--- src/rtl/cond_pkg.sv ---
// Condition-code definitions shared by the conditional-execution pipeline stage.
// cond_eval gives the pass/fail result of an ARM condition field for a given NZCV set.
package cond_pkg;

    typedef enum logic [3:0] {
        EQ = 4'b0000, NE, CS, CC, MI, PL, VS, VC, HI, LS, GE, LT, GT, LE, AL, NV
    } cond_e;

    localparam int unsigned N_IDX = 3;
    localparam int unsigned Z_IDX = 2;
    localparam int unsigned C_IDX = 1;
    localparam int unsigned V_IDX = 0;

    function automatic logic cond_eval(cond_e cond, logic [3:0] flags);
        logic n, z, c, v;
        n = flags[N_IDX];
        z = flags[Z_IDX];
        c = flags[C_IDX];
        v = flags[V_IDX];
        cond_eval = 1'b0;
        case (cond)
            EQ:      cond_eval = z;
            NE:      cond_eval = ~z;
            CS:      cond_eval = c;
            CC:      cond_eval = ~c;
            MI:      cond_eval = n;
            PL:      cond_eval = ~n;
            VS:      cond_eval = v;
            VC:      cond_eval = ~v;
            HI:      cond_eval = c & ~z;
            LS:      cond_eval = ~c | z;
            GE:      cond_eval = (n == v);
            LT:      cond_eval = (n != v);
            GT:      cond_eval = ~z & (n == v);
            LE:      cond_eval = z | (n != v);
            AL:      cond_eval = 1'b1;
            default: cond_eval = 1'b0;  // NV never executes
        endcase
    endfunction

endpackage

--- src/rtl/cond_check.sv ---
// Combinational condition checker: passes when the stored flags satisfy the condition field.
module cond_check
    import cond_pkg::*;
(
    input  logic [3:0] cond,
    input  logic [3:0] flags,
    output logic       ce
);

    assign ce = cond_eval(cond_e'(cond), flags);

endmodule

--- src/rtl/cond_logic_pipe.sv ---
// Registered conditional-execution stage: grouped NZCV storage, gated write enables,
// stall/flush control and saturating executed/skipped counters.
module cond_logic_pipe
    import cond_pkg::*;
#(
    parameter int unsigned FLAG_GROUPS = 2,
    parameter int unsigned CNT_W       = 16,
    parameter int unsigned REG_OUT     = 1
) (
    input  logic                   clk,
    input  logic                   reset,
    input  logic                   valid,
    input  logic                   stall,
    input  logic                   flush,
    input  logic [3:0]             Cond,
    input  logic [3:0]             ALUFlags,
    input  logic [FLAG_GROUPS-1:0] FlagW,
    input  logic                   PCS,
    input  logic                   RegW,
    input  logic                   MemW,
    input  logic                   NoWrite,
    output logic                   PCSrc,
    output logic                   RegWrite,
    output logic                   MemWrite,
    output logic                   CondEx,
    output logic [3:0]             Flags,
    output logic [CNT_W-1:0]       exec_cnt,
    output logic [CNT_W-1:0]       skip_cnt
);

    localparam int unsigned GRP_W = 4 / FLAG_GROUPS;
    localparam logic [CNT_W-1:0] CNT_MAX = '1;

    if (FLAG_GROUPS != 1 && FLAG_GROUPS != 2 && FLAG_GROUPS != 4) begin : g_bad_groups
        $error("cond_logic_pipe: FLAG_GROUPS must be 1, 2 or 4");
    end

    logic [3:0]       flags;
    logic             acc;
    logic             ce;
    logic             pcs, rw, mw, cx;
    logic [CNT_W-1:0] exec_q, skip_q;

    // Holding reset also blocks acceptance so the combinational variant reads 0 in reset.
    assign acc = valid & ~stall & ~flush & reset;

    cond_check u_cond_check (
        .cond  (Cond),
        .flags (flags),
        .ce    (ce)
    );

    for (genvar g = 0; g < FLAG_GROUPS; g++) begin : g_grp
        logic [GRP_W-1:0] grp_q;

        always_ff @(posedge clk or negedge reset) begin
            if (!reset) begin
                grp_q <= '0;
            end else if (acc && ce && FlagW[g]) begin
                grp_q <= ALUFlags[g*GRP_W +: GRP_W];
            end
        end

        assign flags[g*GRP_W +: GRP_W] = grp_q;
    end

    assign Flags = flags;

    always_comb begin
        pcs = PCS & ce & acc;
        rw  = RegW & ce & ~NoWrite & acc;
        mw  = MemW & ce & acc;
        cx  = ce & acc;
    end

    if (REG_OUT != 0) begin : g_reg_out
        logic [3:0] out_q;

        // A flush (with or without stall) loads zeros because acc is low.
        always_ff @(posedge clk or negedge reset) begin
            if (!reset) begin
                out_q <= '0;
            end else if (!stall || flush) begin
                out_q <= {pcs, rw, mw, cx};
            end
        end

        assign {PCSrc, RegWrite, MemWrite, CondEx} = out_q;
    end else begin : g_comb_out
        assign {PCSrc, RegWrite, MemWrite, CondEx} = {pcs, rw, mw, cx};
    end

    always_ff @(posedge clk or negedge reset) begin
        if (!reset) begin
            exec_q <= '0;
            skip_q <= '0;
        end else if (acc) begin
            if (ce) begin
                if (exec_q != CNT_MAX) begin
                    exec_q <= exec_q + CNT_W'(1);
                end
            end else if (skip_q != CNT_MAX) begin
                skip_q <= skip_q + CNT_W'(1);
            end
        end
    end

    assign exec_cnt = exec_q;
    assign skip_cnt = skip_q;

endmodule

--- config.mk ---
export PLATFORM = sky130hd
export DESIGN_NAME = cond_logic_pipe
export DESIGN_NICKNAME = d
export VERILOG_FILES = /design/src/rtl/cond_pkg.sv /design/src/rtl/cond_check.sv /design/src/rtl/cond_logic_pipe.sv
export SDC_FILE = /design/constraint.sdc
export NUM_CORES = 1
export LEC_CHECK = 0
export ABC_CLOCK_PERIOD_IN_PS = 2100
export BUFFER_PORTS_ARGS = -buffer_cell sky130_fd_sc_hd__buf_4
export CORE_MARGIN = 2
export CORE_UTILIZATION = 47
export DETAILED_ROUTE_END_ITERATION = 10
export PLACE_DENSITY = 0.73
export SLEW_MARGIN = 20
export SYNTH_ARGS = -nofsm -noshare
export SYNTH_HDL_FRONTEND = slang
export SYNTH_SLANG_ARGS = --single-unit
--- constraint.sdc ---
create_clock -name clk -period 2.1 [get_ports clk]
set_clock_uncertainty 0.2 [all_clocks]
set_input_delay 0.105 -clock clk [delete_from_list [all_inputs] [get_ports clk]]
set_output_delay 0.105 -clock clk [all_outputs]
set_load 0.02 [all_outputs]
Word level (Yosys, flattened, before mapping)
Cells that the tools add are included.
- output and inout port bits: 40
- bits in registers: 40
- logic and storage cells: 57
- equal/unequal tests: 18
- bitwise gates (word level): 23
- reductions and logical operators: 8
- mux-type cells: 1
- add/sub/neg operators: 2
- operators by type and width (kind ; number):
    adder 16 x 1 -> 16 bit, second input constant ; 2
    inequality test 16 bit, second input constant ; 2
    equality test 4 bit, second input constant ; 7
    equality test 4 x 3 -> 1 bit, second input constant ; 4
    case mux 1 bit (15 select lines) ; 1
    bitwise AND 1 bit ; 13
    equality test 4 x 2 -> 1 bit, second input constant ; 2
    inverter 1 bit ; 8
    AND reduction 3 bit ; 2
    equality test 4 x 1 -> 1 bit, second input constant ; 1
    zero test 4 bit ; 1
    logical AND 1 bit ; 3
    OR 1 bit ; 2
    equality test 1 bit ; 1
    zero test 1 bit ; 1
    logical OR 1 bit ; 1
    inequality test 1 bit ; 1

Logic depth before layout (Yosys ltp)
- word-level depth: 6
- gate-level depth with buffers: 9

By module
A second synthesis with hierarchy kept.
- cells, all modules: 199
- area total of the unflattened synthesis: 2109.5 µm²
- by module, submodules not included (module ; cells each ; instances ; area an instance (µm²) ; sequential area each (µm²)):
    cond_logic_pipe ; 171 ; 1 ; 1915.6 ; 1001.0
    cond_check ; 28 ; 1 ; 193.9 ; 0.0

Worst setup path before layout
OpenSTA, ideal clock, no wires.
- path kind: reg-to-reg
- start point: register g_grp[1].grp_q[0]
- end point: register g_grp[0].grp_q[0]
- path buffers: 0
- cell stages (with the launch flop): 7
- clock period less this slack: 2377 ps
- required time: 1775 ps
- library setup time: 125 ps
- arrival time: 2053 ps
- path slack: -277 ps
- cells stage by stage: dfrtp_1 > and4bb_1 > mux2i_1 > a311o_1 > a31oi_1 > and2_1 > mux2_2
- word-level cells in the longest chain between the ends: 5
- elaborated cells between the ends (all ways): 8
- those cells by class: mux (1); bitwise (5); reduce/logical (2)
- RTL lines (what ; line ; RTL):
    start: declaration ; cond_logic_pipe.sv:54 ; logic [GRP_W-1:0] grp_q;
    start signal: assignment ; cond_logic_pipe.sv:60 ; grp_q <= ALUFlags[g*GRP_W +: GRP_W];
    inverter 1 bit ; cond_pkg.sv:23, cond_pkg.sv:30, cond_pkg.sv:34 ;
    bitwise AND 1 bit, on equally long branches ; cond_pkg.sv:34, cond_pkg.sv:30 ;
    case mux 1 bit (15 select lines) * ; cond_pkg.sv:21 ; case (cond)
    logical AND 1 bit * (2 in series) ; cond_logic_pipe.sv:59 ; end else if (acc && ce && FlagW[g]) begin
    end signal: assignment ; cond_logic_pipe.sv:60 ;
    end: declaration ; cond_logic_pipe.sv:54 ;
Mark *: on every way between the ends. The rest lies on a longest branch, timed or not.
A chain may end at the register's enable or synchronous reset.

Final worst setup path
- start point: register g_grp[0].grp_q[0]
- end point: register skip_q[1], in the netlist skip_cnt[1]
- word-level cells in the longest chain between the ends: 5
- elaborated cells between the ends (all ways): 8
- those cells by class: eq/ne (2); mux (1); bitwise (4); reduce/logical (1)
- RTL lines (what ; line ; RTL):
    inequality test 1 bit / equality test 1 bit (equally long branches) ; - ;
    OR 1 bit / bitwise AND 1 bit (equally long branches) ; cond_pkg.sv:35, cond_pkg.sv:34 ;
    case mux 1 bit (15 select lines) * ; cond_pkg.sv:21 ;
    inverter 1 bit (no source line) * ; - ;
    AND reduction 3 bit (no source line) * ; - ;
    end signal: assignment ; cond_logic_pipe.sv:103 ; skip_q <= skip_q + CNT_W'(1);
    end: declaration ; cond_logic_pipe.sv:42 ; logic [CNT_W-1:0] exec_q, skip_q;
Marks and branches as above.

==> impl_metrics.json <==
{
  "first_pass_iters": 4,
  "drt_iter0_drc": 123,
  "clockRootBuffer": "clkbuf_8",
  "syn_inst": 205,
  "cp_max_fo": 10,
  "cp.required_ns": 2.08,
  "cts_buffers": 5,
  "p_per_area_nw_per_um2": 655,
  "placed_cells": 355,
  "final_util_pct": 82.5,
  "cts_tree": "built",
  "hold_viol": 0,
  "htreeDepth": 2,
  "grt_pass1_wl_um": 10100,
  "grt_antenna_before_repair": 0,
  "crit_path_start_kind": "flip-flop",
  "path_delay_family": "multiplexers",
  "diodes": 0,
  "synth-simple-area-share_pct": 26.5,
  "ys_async_sr_fraction_pct": 100,
  "synth_top_family_by_area": "simple AND/OR/NAND/NOR gates",
  "drt-total-wl_um": 6420,
  "clk_pin_slew_ns": 0.08,
  "drc_errors": 0,
  "max_stage_delay_ns": 0.45,
  "gr-usage-all-layers_pct": 25.4,
  "clk_latency_ns": 0.29,
  "synth_compound_area_share_pct": 4.93,
  "ioPinCount": 59,
  "outcome": "finished, violations left",
  "holdCritStartpoint": "FlagW[0]",
  "p_total_mw": 2.37,
  "worstPathArrival_ns": 2.19,
  "min_path_type": "in -> reg",
  "max-vdd-ir-drop_mv": 0.625,
  "synth_ff_type": "dfrtp_1",
  "dieArea_um2": 5140,
  "yosys_warnings": 0,
  "syn_nets": 226,
  "synth_top_area_share_pct": 46.4,
  "core_um2": 4380,
  "yosysSeqAreaShare_pct": 46.4,
  "setup_ws_ns": -0.113,
  "via_count": 2067,
  "synth.area.mux_share_pct": 5.11,
  "viasPerCell": 5.37,
  "hold_end": "g_grp[0].grp_q[0]",
  "ant_nets": 0,
  "hold_depth": 3,
  "drv_slew": 0,
  "drive_gt1_share_pct": 52.9,
  "leakagePower_nw": 1.90,
  "setup_viol": 30,
  "wire_per_inst_um": 16.7,
  "instances_no_fill": 385,
  "max_cap_viol_count": 0,
  "syn_avg_cell_area_um2": 10.5,
  "chipHeight_um": 71.7,
  "cp-end-kind": "flip-flop",
  "timing.final.crit_share_pct": 105,
  "grt_overflow_total": 0,
  "layout_min_cycle_time_ns": 2.21,
  "worst-path-buf-inv": 2,
  "final.setup.tns_ns": -1.95,
  "ys_seq_elements": 40,
  "slew_headroom_pct": 61.7,
  "portBuffers": 58,
  "grt_pass1_vias": 2127,
  "synth_cell_types": 39,
  "start_util_pct": 49.2,
  "worstRegToRegCells": 7,
  "place.gp.congestion": 0.801,
  "synth-xor-area-share_pct": 12.6,
  "row_count": 24,
  "worst_pin_slew_ns": 0.573,
  "crit_type": "reg -> reg",
  "cp_slowest_cell": "dfrtp_2",
  "r2r_start": "g_grp[0].grp_q[0]",
  "cts_sinks": 40,
  "stdcell_area_um2": 3620,
  "die_w_um": 71.7,
  "syn_area_um2": 2160,
  "area_delta_synth_final_pct": 67.7,
  "grt_max_degree": 41,
  "final_nets": 353,
  "violations": "setup timing",
  "synthAdderAreaFrac_pct": 1.16,
  "rsz0062_at_grt": "true",
  "yosysTopAreaCell": "dfrtp_1",
  "clk_path_buf_depth": 2,
  "post-dp-hpwl_um": 3970,
  "synth-edff-count": 0,
  "reg2reg_to": "skip_cnt[1]",
  "path_cells": "xnor2_2, mux2i_1, a311o_2, buf_4, buf_6, nor2b_4, mux2_2",
  "reg2reg_slack_ns": -0.11,
  "place_area_um2": 3070,
  "synth_area_leaders": "dfrtp_1 46%, xor2_1 11%, mux2_2 4.2%",
  "fmax_mhz": 452
}
[area by class of cell]
type                    count  area, µm²
flip-flops and latches     40       1010
clock inverters             2       10.0
fillers                   252        768
clock buffers               6       82.6
multi-input cells         154       1390
repair buffers            127       1050
well taps                  52       65.1
inverters                   4       15.0
[per-layer routing]
metal  global-route usage [%]  share of wire (%)
met5                        0                  0
met4                     7.97                1.8
met3                     5.06                4.3
met2                     43.8                 53
met1                     32.1                 41
[report_power, final]
part / internal (mW) / leakage (nW) / switching (mW)
Clock: 0.262 / 0.0510 / 0.268
Combinational: 0.477 / 1.31 / 0.449
Sequential: 0.849 / 0.536 / 0.0632
Total: 1.59 / 1.90 / 0.780
[per-stage QoR]
stage,hold slack (ns),setup WS (ns)
finish,0.0338,-0.113
global route,0.0203,-0.242
CTS,0.0207,-0.135
detailed placement,0.00917,-0.223
global placement,0.00888,-0.115
floorplan,-0.391,-0.165
[worst reg2reg max path, cell delays in order (launching register included)]
cell     delay [ns]
dfrtp_2        0.45
xnor2_2        0.22
mux2i_1        0.23
a311o_2        0.25
buf_4          0.13
buf_6          0.13
nor2b_4        0.16
mux2_2         0.33
[layout by cell type (no fill, tap or decap), types with 3 or more instances in the layout]
cell type | Yosys | final
a21oi_1 | 4 | 3
and3_1 | 8 | 6
and3_4 | 0 | 3
buf_12 | 0 | 3
buf_4 | 0 | 104
buf_6 | 3 | 9
clkbuf_8 | 0 | 6
dfrtp_1 | 40 | 36
dfrtp_2 | 0 | 4
dlygate4sd3_1 | 0 | 11
inv_1 | 4 | 4
mux2_4 | 0 | 7
nand2_1 | 14 | 12
nand3_1 | 13 | 10
nand4_1 | 8 | 8
nor2_1 | 16 | 14
nor3_1 | 4 | 3
nor3_4 | 0 | 6
nor3b_2 | 1 | 4
nor4_4 | 1 | 5
xor2_1 | 28 | 27
[how the worst max path moves through the flow]
stage | start | endpoint | slack, ns | cells past startpoint
2_1_floorplan | g_grp[1].grp_q[0] | exec_cnt[2] | -0.16 | 8
3_3_place_gp | exec_cnt[1] | exec_cnt[7] | -0.12 | 8
3_5_place_dp | g_grp[1].grp_q[0] | exec_cnt[5] | -0.22 | 8
4_1_cts | g_grp[1].grp_q[1] | skip_cnt[3] | -0.14 | 8
5_1_grt | g_grp[0].grp_q[0] | skip_cnt[11] | -0.24 | 9
6_report | g_grp[0].grp_q[0] | skip_cnt[1] | -0.11 | 7
[sequential cells by signal, indices dropped and copies added, names as in the netlist]
signal           flops
g_grp.grp_q          4
g_reg_out.out_q      4
skip_cnt            16
exec_cnt            16
[synthesized netlist by cell type (2+ instances only)]
master / instances
dfrtp_1: 40
xor2_1: 28
nor2_1: 16
nand2_1: 14
nand3_1: 13
and3_1: 8
mux2_2: 8
nand4_1: 8
nor3_2: 7
nor3b_1: 5
a21oi_1: 4
inv_1: 4
nor3_1: 4
nor4_1: 4
o21ai_0: 4
buf_2: 3
buf_6: 3
xnor2_1: 3
a22o_1: 2
and2_1: 2
and4_1: 2
clkbuf_1: 2
ha_1: 2
mux2i_1: 2
nand3b_1: 2
nor2b_1: 2
[repair_timing]
action | in CTS | in global routing
hold buffers | 11 | 0
pin swaps | 25 | 24
hold endpoints to repair | 48 | 0
cloned | 0 | 1
gates resized for setup | 26 | 27
setup endpoints to repair | 27 | 39
buffers inserted | 7 | 5
[cells by family after synthesis]
| family | count (synthesis) |
|---|---|
| AO/OA/AOI/OAI | 16 |
| XOR/XNOR | 31 |
| buffers and inverters | 12 |
| multiplexers | 10 |
| adder cells (fa/ha/maj) | 2 |
| flip-flops | 40 |
| AND/OR/NAND/NOR | 94 |
Power figures use the tool's default switching activity.
